### config.mk
export PLATFORM = sky130hd
export DESIGN_NAME = pti_ddr_lane_serializer_flat
export DESIGN_NICKNAME = d
export VERILOG_FILES = /design/src/rtl/pti_ddr_lane_serializer_if.sv /design/src/rtl/pti_ddr_lane_serializer.sv /design/src/flat_wrapper.sv
export SDC_FILE = /design/constraint.sdc
export NUM_CORES = 1
export LEC_CHECK = 0
export ABC_AREA = 1
export CAP_MARGIN = 25
export CORE_AREA = 2 2 83 85
export CTS_CLUSTER_DIAMETER = 100
export DETAILED_ROUTE_END_ITERATION = 8
export DIE_AREA = 0 0 85 87
export GPL_TIMING_DRIVEN = 0
export HOLD_SLACK_MARGIN = 0.03
export PLACE_DENSITY = 0.72
export SKIP_CTS_REPAIR_TIMING = 1
export SYNTH_ARGS = -nofsm -noshare
export SYNTH_HDL_FRONTEND = slang
export SYNTH_SLANG_ARGS = --single-unit
### constraint.sdc
create_clock -name iClk -period 2.5 [get_ports iClk]
set_clock_uncertainty 0.2 [all_clocks]
set_input_delay 0.375 -clock iClk [delete_from_list [all_inputs] [get_ports iClk]]
set_output_delay 0.375 -clock iClk [all_outputs]
set_load 0.01 [all_outputs]
### src/rtl/pti_ddr_lane_serializer_if.sv
// rtl/pti_ddr_lane_serializer_if.sv - trace word valid/ready handshake bundle
// master drives the word, slave (the serializer) returns oReady.
interface pti_ddr_lane_serializer_if #(
  parameter int WORD_WIDTH = 32
);
  logic [WORD_WIDTH-1:0] iData;
  logic                  iValid;
  logic                  oReady;

  modport master (output iData, output iValid, input oReady);
  modport slave  (input iData, input iValid, output oReady);
endinterface

### src/rtl/pti_ddr_lane_serializer.sv
// rtl/pti_ddr_lane_serializer.sv - slices trace words into per-lane DDR pairs for the PTI IODs
// Optional training pattern while idle: define PTI_TRAIN_PATTERN_EN.
module pti_ddr_lane_serializer #(
  parameter int LANES      = 4,
  parameter int WORD_WIDTH = 32,
  parameter int CNT_WIDTH  = 16
) (
  input  logic                        iClk,
  input  logic                        iRstN,
  input  logic                        iEnable,
  pti_ddr_lane_serializer_if.slave    wordBus,
  input  logic                        iTrain,
  output logic [2*LANES-1:0]          oLaneData,
  output logic [1:0]                  oClkData,
  output logic                        oActive,
  output logic [CNT_WIDTH-1:0]        oUnderrunCnt
);
  localparam int PAIR  = 2 * LANES;
  localparam int BEATS = WORD_WIDTH / PAIR;
  localparam int BW    = (BEATS > 1) ? $clog2(BEATS) : 1;
  localparam logic [BW-1:0] LAST_BEAT = BW'(BEATS - 1);

  typedef enum logic {IDLE, SHIFT} stateE;

  stateE                 state, nextState;
  logic [BW-1:0]         beatCnt;
  logic [WORD_WIDTH-1:0] shiftReg;
  logic                  lastBeat;
  logic                  accept;
  logic                  underrun;
  logic                  trainIdle;
  logic [PAIR-1:0]       idlePattern;

`ifdef PTI_TRAIN_PATTERN_EN
  assign trainIdle = iTrain;
`else
  logic unusedTrain;
  assign unusedTrain = iTrain;
  assign trainIdle   = 1'b0;
`endif

  // Each lane sends 2'b10 (first edge 0, second edge 1) as the deskew pattern.
  assign idlePattern = trainIdle ? {LANES{2'b10}} : '0;
  assign lastBeat    = (beatCnt == LAST_BEAT);
  assign accept      = wordBus.iValid && wordBus.oReady;
  assign underrun    = (state == SHIFT) && lastBeat && !accept && iEnable;

  // The low LANES bits of a raw beat go out on the first edge of every lane.
  function automatic logic [PAIR-1:0] mapBeat(input logic [PAIR-1:0] raw);
    logic [PAIR-1:0] res;
    res = '0;
    for (int k = 0; k < LANES; k++) begin
      res[2*k]   = raw[k];
      res[2*k+1] = raw[LANES+k];
    end
    return res;
  endfunction

  always_ff @(posedge iClk or negedge iRstN) begin
    if (!iRstN) state <= IDLE;
    else        state <= nextState;
  end

  always_comb begin
    nextState      = state;
    wordBus.oReady = 1'b0;
    case (state)
      IDLE: begin
        wordBus.oReady = iEnable && !trainIdle;
        if (wordBus.iValid && iEnable && !trainIdle) nextState = SHIFT;
      end
      SHIFT: begin
        wordBus.oReady = iEnable && lastBeat;
        if (lastBeat && !(wordBus.iValid && iEnable)) nextState = IDLE;
      end
      default: nextState = IDLE;
    endcase
  end

  always_ff @(posedge iClk or negedge iRstN) begin
    if (!iRstN) begin
      beatCnt      <= '0;
      shiftReg     <= '0;
      oLaneData    <= '0;
      oClkData     <= 2'b00;
      oActive      <= 1'b0;
      oUnderrunCnt <= '0;
    end else begin
      oClkData <= 2'b10;
      if (accept) begin
        beatCnt   <= '0;
        oLaneData <= mapBeat(wordBus.iData[PAIR-1:0]);
        shiftReg  <= wordBus.iData >> PAIR;
        oActive   <= 1'b1;
      end else if (state == SHIFT && !lastBeat) begin
        beatCnt   <= beatCnt + 1'b1;
        oLaneData <= mapBeat(shiftReg[PAIR-1:0]);
        shiftReg  <= shiftReg >> PAIR;
        oActive   <= 1'b1;
      end else begin
        beatCnt   <= '0;
        oLaneData <= idlePattern;
        oActive   <= 1'b0;
      end
      if (underrun && oUnderrunCnt != '1) oUnderrunCnt <= oUnderrunCnt + 1'b1;
    end
  end
endmodule

### src/flat_wrapper.sv
// flat-port wrapper written by rule: the top's interface ports become plain ports
module pti_ddr_lane_serializer_flat 
#(
  parameter int LANES      = 4,
  parameter int WORD_WIDTH = 32,
  parameter int CNT_WIDTH  = 16
)
  (iClk, iRstN, iEnable, iTrain, oLaneData, oClkData, oActive, oUnderrunCnt, wordBus_iData, wordBus_iValid, wordBus_oReady);
  pti_ddr_lane_serializer_if #(.WORD_WIDTH(WORD_WIDTH)) wordBus_i ();
  input  logic iClk;
  input  logic iRstN;
  input  logic iEnable;
  input  logic iTrain;
  output logic [2*LANES-1:0] oLaneData;
  output logic [1:0] oClkData;
  output logic oActive;
  output logic [CNT_WIDTH-1:0] oUnderrunCnt;
  input wire logic [$bits(wordBus_i.iData)-1:0] wordBus_iData;
  input wire logic [$bits(wordBus_i.iValid)-1:0] wordBus_iValid;
  output wire logic [$bits(wordBus_i.oReady)-1:0] wordBus_oReady;
  assign wordBus_i.iData = wordBus_iData;
  assign wordBus_i.iValid = wordBus_iValid;
  assign wordBus_oReady = wordBus_i.oReady;
  pti_ddr_lane_serializer #(.LANES(LANES), .WORD_WIDTH(WORD_WIDTH), .CNT_WIDTH(CNT_WIDTH)) u_core (.iClk(iClk), .iRstN(iRstN), .iEnable(iEnable), .wordBus(wordBus_i), .iTrain(iTrain), .oLaneData(oLaneData), .oClkData(oClkData), .oActive(oActive), .oUnderrunCnt(oUnderrunCnt));
endmodule
==> results.cfg, run 1 <==
[placed_design]
gp_congestion = 0.800
port_buffers = 62
place_area_um2 = 3260
hpwl_mm = 4.38

[floorplan]
rows = 30
die_h_um = 87
start_util = 0.384
io_pins = 65
dieArea_um2 = 7400
die_w_um = 85
core_um2 = 6570

[sta]
fin_crit_ps = 2300
clock.fmax_mhz = 435
finalHoldViolCount = 0
setup_tns_ps = 0
relSlewSlack = 0.554
finalCritPeriodShare = 0.920
setup_viol = 0
worstMarginPinSlew_ps = 669
rsz0062_at_grt = false
final_max_slew_viol_count = 0

[setup_path]
worstPathCellList = ha_1, nor2_2, nor2_1, clkdlybuf4s50_1
end_kind = output port
cpPeakStageDelay_ps = 480
critPathSlowestCell = clkdlybuf4s50_1
crit_path_max_fanout = 5
cp_data_arrival_time_ps = 1730
cp_data_required_time_ps = 1920
r2r_setup_slack_ps = 700
critical_path_class = flop to output port
startpoint_type = flop

[drt]
drt-vias-per-instance = 4.84
ant_nets = 0
drc_errors = 0
wire_per_inst_um = 13.0
first_pass_iters = 4
drt-total-wl_mm = 5.80
drt-initial-drc-count = 88
num_vias = 2157

[clock_tree]
clockBufferDepth = 2
cts_tree = done
cts_buffers = 5
htree_num_levels = 2
clk_latency_ps = 310
cts_root_buffer = clkbuf_8
numClockSinks = 53
path_clk_slew_ps = 100

[yosys]
synthDistinctLibCells = 23
ys_ff_latch = 53
ys_warn_count = 0
synth.top_cells.by_area = dfrtp_1, nand2_1, inv_1
synth_area_um2 = 2520
netlist.area_leader.share = 0.526
synth_fp_nets = 334
yosys.area.top_type = dfrtp_1
synth.avg_cell_area_um2 = 8.55
synth_seq_area_share = 0.526
synth_cells = 295

[pwr]
swShare = 0.351
leakagePower_nw = 1.54
power.share.combinational = 0.379
p_int_mw = 1.96
sequentialPowerShare = 0.428
clkPwrFrac = 0.193
p_sw_mw = 1.06
vdd_drop_max_uv = 419
p_per_area_nw_per_um2 = 893

[flow_run]
cap_viol_max_count = 0

[grt]
antenna_found_initial = 0
overflow = 0
grt_pass1_wl_mm = 10.0
grt_use_total = 0.168
first_global_vias = 2138
grt_max_degree = 28

[finish]
final_nets = 405
drive_gt1_frac = 0.109
post-route-util = 0.514
design_area_um2 = 3380
diodes = 0
syn_to_final_growth_pct = 33.9

[min_path]
min_path_type = flop to flop

[outcome]
status = finished clean
## critical path: cells and delay by family (launching register included)
kind	cells	cell delay, ps
buffers and inverters	1	480
adders and majority gates	1	240
and+or+nand+nor	2	300
DFF	1	400
## Yosys cell counts (all sizes together)
library cell,count
a22o,3
buf,10
clkbuf,2
conb,2
dfrtp,53
ha,2
inv,39
nand2,96
nand3,18
nand3b,1
nand4,3
nor2,22
o211ai,3
o21ai,21
o221ai,12
xor2,8
## cells in the final DEF, fill, tap and decap left out, drive strengths merged
| cell | instances |
|---|---|
| a22o | 3 |
| ha | 2 |
| nand3b | 1 |
| inv | 40 |
| o211ai | 3 |
| xor2 | 8 |
| nand3 | 18 |
| nand2 | 96 |
| nor2 | 22 |
| buf | 12 |
| clkbuf | 7 |
| dlygate4sd3 | 1 |
| o221ai | 12 |
| nand4 | 3 |
| o21ai | 21 |
| dfrtp | 53 |
| conb | 2 |
| clkdlybuf4s50 | 61 |
| bufinv | 1 |
## area by class of cell
cell class | count | area, µm²
fill | 609 | 3190
sequential | 53 | 1330
multi-input combinational | 191 | 978
timing repair buffer | 64 | 646
inverter | 39 | 146
tap | 80 | 100
buffer | 12 | 75.1
clock buffer | 5 | 68.8
clock inverter | 2 | 38.8
## per-stage QoR
| stage | instances | total power [mW] | hold slack, ps | worst slack (ps) |
|---|---|---|---|---|
| detailed placement | 438 | 2.46 | 232 | 355 |
| CTS | 445 | 3.04 | -91.5 | 74.0 |
| finish | 446 | 3.02 | 244 | 199 |
| floorplan | 295 | 1.94 | -121 | 858 |
| global route | 446 | 3.22 | 268 | 90.4 |
| global placement | 437 | 2.42 | 223 | -811 |
## logic make-up after synthesis
group,after synthesis,share of synthesized area
AOI/OAI and AO/OA,39,0.112
xor gates and xnor gates,8,0.0278
adders and majority gates,2,0.00991
buffers and inverters,51,0.0878
DFF,53,0.526
other,2,0.00298
and+or+nand+nor,140,0.235
## routing by layer
layer,part of all wire,track usage,routed length [µm]
met3,0.066,0.0408,383
met4,0.0076,0.0375,44
met5,0,0,0
met2,0.48,0.285,2770
met1,0.45,0.219,2610
## sequential cells by signal (all words and copies together) (netlist names)
| name | flops |
|---|---|
| u_core.shiftReg | 24 |
| u_core.beatCnt | 2 |
| u_core.oUnderrunCnt | 16 |
| u_core.oLaneData | 8 |
| u_core.state | 1 |
| u_core.oClkData | 1 |
| u_core.oActive | 1 |
## worst paths after layout
path / startpoint / endpoint / cells past startpoint
max in group asynchronous: iRstN / u_core.oLaneData[2] / 3
max: u_core.beatCnt[0] / wordBus_oReady / 4
max reg2reg: u_core.oUnderrunCnt[1] / u_core.oUnderrunCnt[8] / 9
min: u_core.beatCnt[0] / u_core.beatCnt[0] / 1
min reg2reg: u_core.beatCnt[0] / u_core.beatCnt[0] / 1
min in group asynchronous: iRstN / u_core.oUnderrunCnt[4] / 2
## power by group through the flow
stage	combinational (mW)	sequential (mW)	clock (mW)
detailed placement	1.15	1.31	0
finish	1.14	1.29	0.583
global route	1.27	1.32	0.628
floorplan	0.604	1.33	0
global placement	1.12	1.30	0
CTS	1.15	1.29	0.599
Note: power is estimated with default switching activity, not from simulation.
==> run 2: changes to the inputs <==
--- a/config.mk
+++ b/config.mk
@@ -5,15 +5,14 @@
 export SDC_FILE = /design/constraint.sdc
 export NUM_CORES = 1
 export LEC_CHECK = 0
-export ABC_AREA = 1
 export CAP_MARGIN = 25
-export CORE_AREA = 2 2 83 85
+export CORE_AREA = 2 2 71 73
 export CTS_CLUSTER_DIAMETER = 100
 export DETAILED_ROUTE_END_ITERATION = 8
-export DIE_AREA = 0 0 85 87
+export DIE_AREA = 0 0 73 75
 export GPL_TIMING_DRIVEN = 0
 export HOLD_SLACK_MARGIN = 0.03
-export PLACE_DENSITY = 0.72
+export PLACE_DENSITY = 0.82
 export SKIP_CTS_REPAIR_TIMING = 1
 export SYNTH_ARGS = -nofsm -noshare
 export SYNTH_HDL_FRONTEND = slang
==> run 2 against run 1 <==
Sequential share of layout area rose by 3.3 points. Via count fell by 11%. Highest routed layer unchanged. Critical path depth rose by 1. Setup slack improved by 94 ps. Global-route usage rose by 2.6 points. Core utilization rose by 15 points. Combinational power fell by 13%. Critical endpoint unchanged.
==> results.cfg, run 2 <==
[outcome]
status = finished clean

[drt]
ant_nets = 0
num_vias = 1919
first_pass_iters = 4
drc_errors = 0
drt-total-wl_mm = 4.91
drt-vias-per-instance = 5.41
drt-initial-drc-count = 156
wire_per_inst_um = 13.8

[finish]
regMostFlops = u_core.shiftReg
layout_commonest_cell = clkdlybuf4s50_1
final_nets = 340
final_cell_mix = clkdlybuf4s50_1, nand2_1, dfrtp_1
fillers = 378
post-route-util = 0.669
syn_to_final_growth_pct = 35.3
drive_gt1_frac = 0.0565
diodes = 0
top_regs = u_core.shiftReg x24, u_core.oUnderrunCnt x16, u_core.oLaneData x8
instances_no_fill = 355
ff_latch_area_um2 = 1330
multiInputGateArea_um2 = 933
largest_reg_flops = 24

[yosys]
async_flop_share = 1.00
synth.top_cells.by_area = dfrtp_1, nand2_1, xor2_1
synth_area_um2 = 2300
synth_cells = 231
synth_fp_nets = 270
netlist.area_leader.share = 0.575
synth.most_common_cell = nand2_1
ys_warn_count = 0
synth_edf_count = 0
synth_top_flop_cell = dfrtp_1
synthDistinctLibCells = 30
ys_ff_latch = 53
synth_seq_area_share = 0.575
ys_top_cells_by_count = nand2_1, dfrtp_1, nor2_1
yosys.area.top_type = dfrtp_1
synth.avg_cell_area_um2 = 9.98

[clock_tree]
clockBufferDepth = 2
numClockSinks = 53
cts_tree = done
cts_root_buffer = clkbuf_8
cts_buffers = 5
htree_num_levels = 2
path_clk_slew_ps = 90
clk_latency_ps = 300

[placed_design]
port_buffers = 62
hpwl_mm = 3.58
dp_cells = 348
gp_congestion = 0.797

[setup_path]
end_kind = output port
startpoint_type = flop
cp_data_required_time_ps = 1920
cp_data_arrival_time_ps = 1630
critical_path_class = flop to output port
crit_path_max_fanout = 10

[floorplan]
rows = 25
dieArea_um2 = 5480
core_um2 = 4660
start_util = 0.494
die_h_um = 75
io_pins = 65
die_w_um = 73

[flow_run]
cap_viol_max_count = 0

[pwr]
leakagePower_nw = 1.42
vdd_drop_max_uv = 461
p_per_area_nw_per_um2 = 875

[sta]
relSlewSlack = 0.573
clock.fmax_mhz = 453
fin_crit_ps = 2210
finalCritPeriodShare = 0.883
final_max_slew_viol_count = 0
rsz0062_at_grt = false
finalHoldViolCount = 0
worstMarginPinSlew_ps = 639
setup_viol = 0

[grt]
gr-max-usage-layer = met2
grt_max_degree = 42
grt_use_total = 0.194
grt_use_met2 = 0.326
first_global_vias = 1769
antenna_found_initial = 0
grt_pass1_wl_mm = 8.03
grtUsageMet1 = 0.253
grt_use_met3 = 0.0375
overflow = 0

[min_path]
min_path_type = flop to flop
[run 2: critical path, cell delays in order (launching register included)]
cell and delay, ps:
dfrtp_1 400, ha_1 230, nand2b_4 180, clkbuf_4 190
and2_1 160, dlymetal6s2s_1 180
[run 2: layer usage]
| layer | wire length [µm] | part of all wire |
|---|---|---|
| met1 | 2140 | 0.44 |
| met2 | 2460 | 0.50 |
| met3 | 236 | 0.048 |
| met4 | 71 | 0.014 |
| met5 | 0 | 0 |
[run 2: metrics by stage]
stage                     power [mW]  setup WS (ps)  setup TNS (ps)  hold WS (ps)  cell area [µm²]
after floorplan                 1.82            526               0          -121             2300
after global placement          2.20           -637          -33680           222             2990
after detailed placement        2.24          -92.3           -92.3          83.1             3010
after CTS                       2.72           -434            -434          -248             3100
after global routing            2.92            168               0           271             3120
final                           2.73            293               0           248             3120
[run 2: layout make-up]
| class | count | area share |
|---|---|---|
| tap | 54 | 0.0217 |
| inverter | 1 | 0.00120 |
| multi-input combinational | 165 | 0.299 |
| buffer | 11 | 0.0157 |
| timing repair buffer | 64 | 0.208 |
| clock inverter | 1 | 0.00241 |
| clock buffer | 6 | 0.0265 |
| sequential | 53 | 0.425 |
[run 2: cell families after synthesis]
family | after synthesis | synth area share
mux | 2 | 0.0114
compound gates | 35 | 0.109
buf+inv | 13 | 0.0228
other cells | 2 | 0.00326
fa+ha+maj | 2 | 0.0109
xor+xnor | 13 | 0.0494
flops | 53 | 0.575
simple gates | 111 | 0.218
[run 2: path summary, 6_finish.rpt]
| path | from | slack [ps] | endpoint | depth (start not counted) |
|---|---|---|---|---|
| max | u_core.beatCnt[0] | 290 | wordBus_oReady | 5 |
| min | u_core.beatCnt[0] | 250 | u_core.beatCnt[0] | 1 |
| max in group asynchronous | iRstN | 1310 | u_core.oUnderrunCnt[13] | 3 |
| min reg2reg | u_core.beatCnt[0] | 250 | u_core.beatCnt[0] | 1 |
| min in group asynchronous | iRstN | 280 | u_core.shiftReg[23] | 2 |
| max reg2reg | u_core.oUnderrunCnt[0] | 320 | u_core.oUnderrunCnt[1] | 4 |
[run 2: power by group]
part	internal [mW]	total [mW]	leakage [nW]	switching (mW)
sequential	1.12	1.26	0.686	0.141
combinational	0.492	0.992	0.693	0.500
clock	0.219	0.479	0.0433	0.259
==> run 3: changes to the inputs <==
--- a/config.mk
+++ b/config.mk
@@ -6,13 +6,13 @@
 export NUM_CORES = 1
 export LEC_CHECK = 0
 export CAP_MARGIN = 25
-export CORE_AREA = 2 2 71 73
+export CORE_AREA = 2 2 77 79
 export CTS_CLUSTER_DIAMETER = 100
 export DETAILED_ROUTE_END_ITERATION = 8
-export DIE_AREA = 0 0 73 75
+export DIE_AREA = 0 0 79 81
 export GPL_TIMING_DRIVEN = 0
 export HOLD_SLACK_MARGIN = 0.03
-export PLACE_DENSITY = 0.82
+export PLACE_DENSITY = 0.74
 export SKIP_CTS_REPAIR_TIMING = 1
 export SYNTH_ARGS = -nofsm -noshare
 export SYNTH_HDL_FRONTEND = slang
==> constraint.sdc (replaced) <==
create_clock -name iClk -period 1.9 [get_ports iClk]
set_clock_uncertainty 0.2 [all_clocks]
set_input_delay 0.285 -clock iClk [delete_from_list [all_inputs] [get_ports iClk]]
set_output_delay 0.285 -clock iClk [all_outputs]
set_load 0.01 [all_outputs]
==> run 3 against run 2 <==
The flow now finishes with violations (setup timing). Via count decreased by 0.94%. Sequential share of layout area is 1.8 points lower. Clock power is 28% higher. Sequential cell count stayed put. Worst hold slack better by 62 ps. First-iteration DRC count is 45% lower. Final area increased by 5.3%. Setup slack got worse by 310 ps. Sequential power increased by 32%. Die area rose by 17%. Core utilization decreased by 9.0 points. Combinational power increased by 50%. Critical endpoint unchanged. Largest cell class unchanged. Largest power group unchanged.
==> results.cfg, run 3 (synthesis results as in run 2) <==
[outcome]
status = finished with violations
violations = setup timing

[finish]
top_regs = u_core.shiftReg x24, u_core.oUnderrunCnt x16, u_core.oLaneData x8
drive_gt1_frac = 0.153
final_nets = 351
design_area_um2 = 3280
syn_to_final_growth_pct = 42.5
diodes = 0
final_cell_mix = nand2_1, clkdlybuf4s50_1, dfrtp_1
instances_no_fill = 388
largest_reg_flops = 24
fillers = 505
regMostFlops = u_core.shiftReg

[grt]
grt_use_total = 0.162
first_global_vias = 1716
overflow = 0
grt_pass1_wl_mm = 8.03
grt_max_degree = 28
antenna_found_initial = 0

[sta]
rsz0062_at_grt = true
setup_ws_ps = -20.7
relSlewSlack = 0.589
worstMarginPinSlew_ps = 617
setup_tns_ps = -20.7
finalCritPeriodShare = 1.01
setup_viol = 1
clock.fmax_mhz = 521
fin_crit_ps = 1920
final_max_slew_viol_count = 0
fin_hold_ws_ps = 310
finalHoldViolCount = 0

[clock_tree]
cts_tree = done
htree_num_levels = 2
cts_root_buffer = clkbuf_8
clockBufferDepth = 2
numClockSinks = 53
cts_buffers = 5
clk_latency_ps = 310
path_clk_slew_ps = 90

[flow_run]
cap_viol_max_count = 0

[placed_design]
place_ws_ps = -655
gp_congestion = 0.795
port_buffers = 62
place_area_um2 = 3030
dp_cells = 369
hpwl_mm = 3.56

[setup_path]
critical_path_class = flop to output port
crit_path_max_fanout = 4
reg2reg_depth = 6
r2r_setup_slack_ps = 30
cp_data_arrival_time_ps = 1440
cp_data_required_time_ps = 1410
reg2reg_from = u_core.beatCnt[0]
reg2reg_to = u_core.oUnderrunCnt[7]
startpoint_type = flop
end_kind = output port

[floorplan]
die_w_um = 79
die_h_um = 81
io_pins = 65
core_um2 = 5680
rows = 28
start_util = 0.406
dieArea_um2 = 6400

[pwr]
vdd_drop_max_uv = 465
p_per_area_nw_per_um2 = 1150
leakagePower_nw = 1.48

[min_path]
whs_endpoint = u_core.oLaneData[0]
min_path_type = flop to flop
hold_depth = 1
worstHoldStart = u_core.shiftReg[0]

[drt]
first_pass_iters = 4
drt-total-wl_mm = 5.18
drt-vias-per-instance = 4.90
wire_per_inst_um = 13.3
drc_errors = 0
drt-initial-drc-count = 86
num_vias = 1901
ant_nets = 0
-- run 3: cell count changes in the layout (fill, tap and decap cells not counted), sizes merged --
cell           previous run  this run
clkinv                    0         2
dlymetal6s2s              1         2
buf                       3        16
clkbuf                   16        14
clkdlybuf4s50            60        58
-- run 3: per-layer routing --
metal | GRT usage | vias to the layer above | part of all wire
met1 | 0.216 | 898 | 0.45
met4 | 0.0569 | 0 | 0.011
met5 | 0 | - | 0
met3 | 0.0367 | 5 | 0.045
li1 | - | 949 | -
met2 | 0.261 | 49 | 0.50
-- run 3: how the worst max path moves through the flow --
stage	end	startpoint	slack [ps]
after floorplan	u_core.oUnderrunCnt[1]	u_core.oUnderrunCnt[0]	3
after global placement	u_core.shiftReg[12]	iRstN	-1160
after detailed placement	wordBus_oReady	u_core.beatCnt[0]	-660
after CTS	wordBus_oReady	u_core.beatCnt[0]	-1020
after global routing	wordBus_oReady	u_core.beatCnt[0]	-70
final	wordBus_oReady	u_core.beatCnt[0]	-20
-- run 3: critical path, cell delays in order, from the launching register on --
cell and delay, ps:
dfrtp_1 400, ha_2 190, nand2b_4 150, buf_6 120, and2_4 150, buf_6 110
-- run 3: through the flow --
stage                     power, mW  utilization
after CTS                      3.57        0.550
final                          3.76        0.579
after global placement         2.90        0.532
after detailed placement       2.95        0.535
after floorplan                2.40            -
after global routing           4.03        0.579
-- run 3: cell type report --
| type | count | area, µm² | area share |
|---|---|---|---|
| timing repair buffer | 75 | 736 | 0.224 |
| sequential | 53 | 1340 | 0.407 |
| buffer | 11 | 56.3 | 0.0171 |
| multi-input combinational | 165 | 971 | 0.296 |
| clock buffer | 5 | 68.8 | 0.0210 |
| clock inverter | 3 | 17.5 | 0.00533 |
| tap | 75 | 93.8 | 0.0286 |
| inverter | 1 | 3.75 | 0.00114 |
-- run 3: power breakdown --
| group | internal, mW | switching [mW] | leakage (nW) |
|---|---|---|---|
| clock network | 0.255 | 0.360 | 0.0439 |
| logic | 0.782 | 0.704 | 0.765 |
| registers | 1.47 | 0.190 | 0.672 |
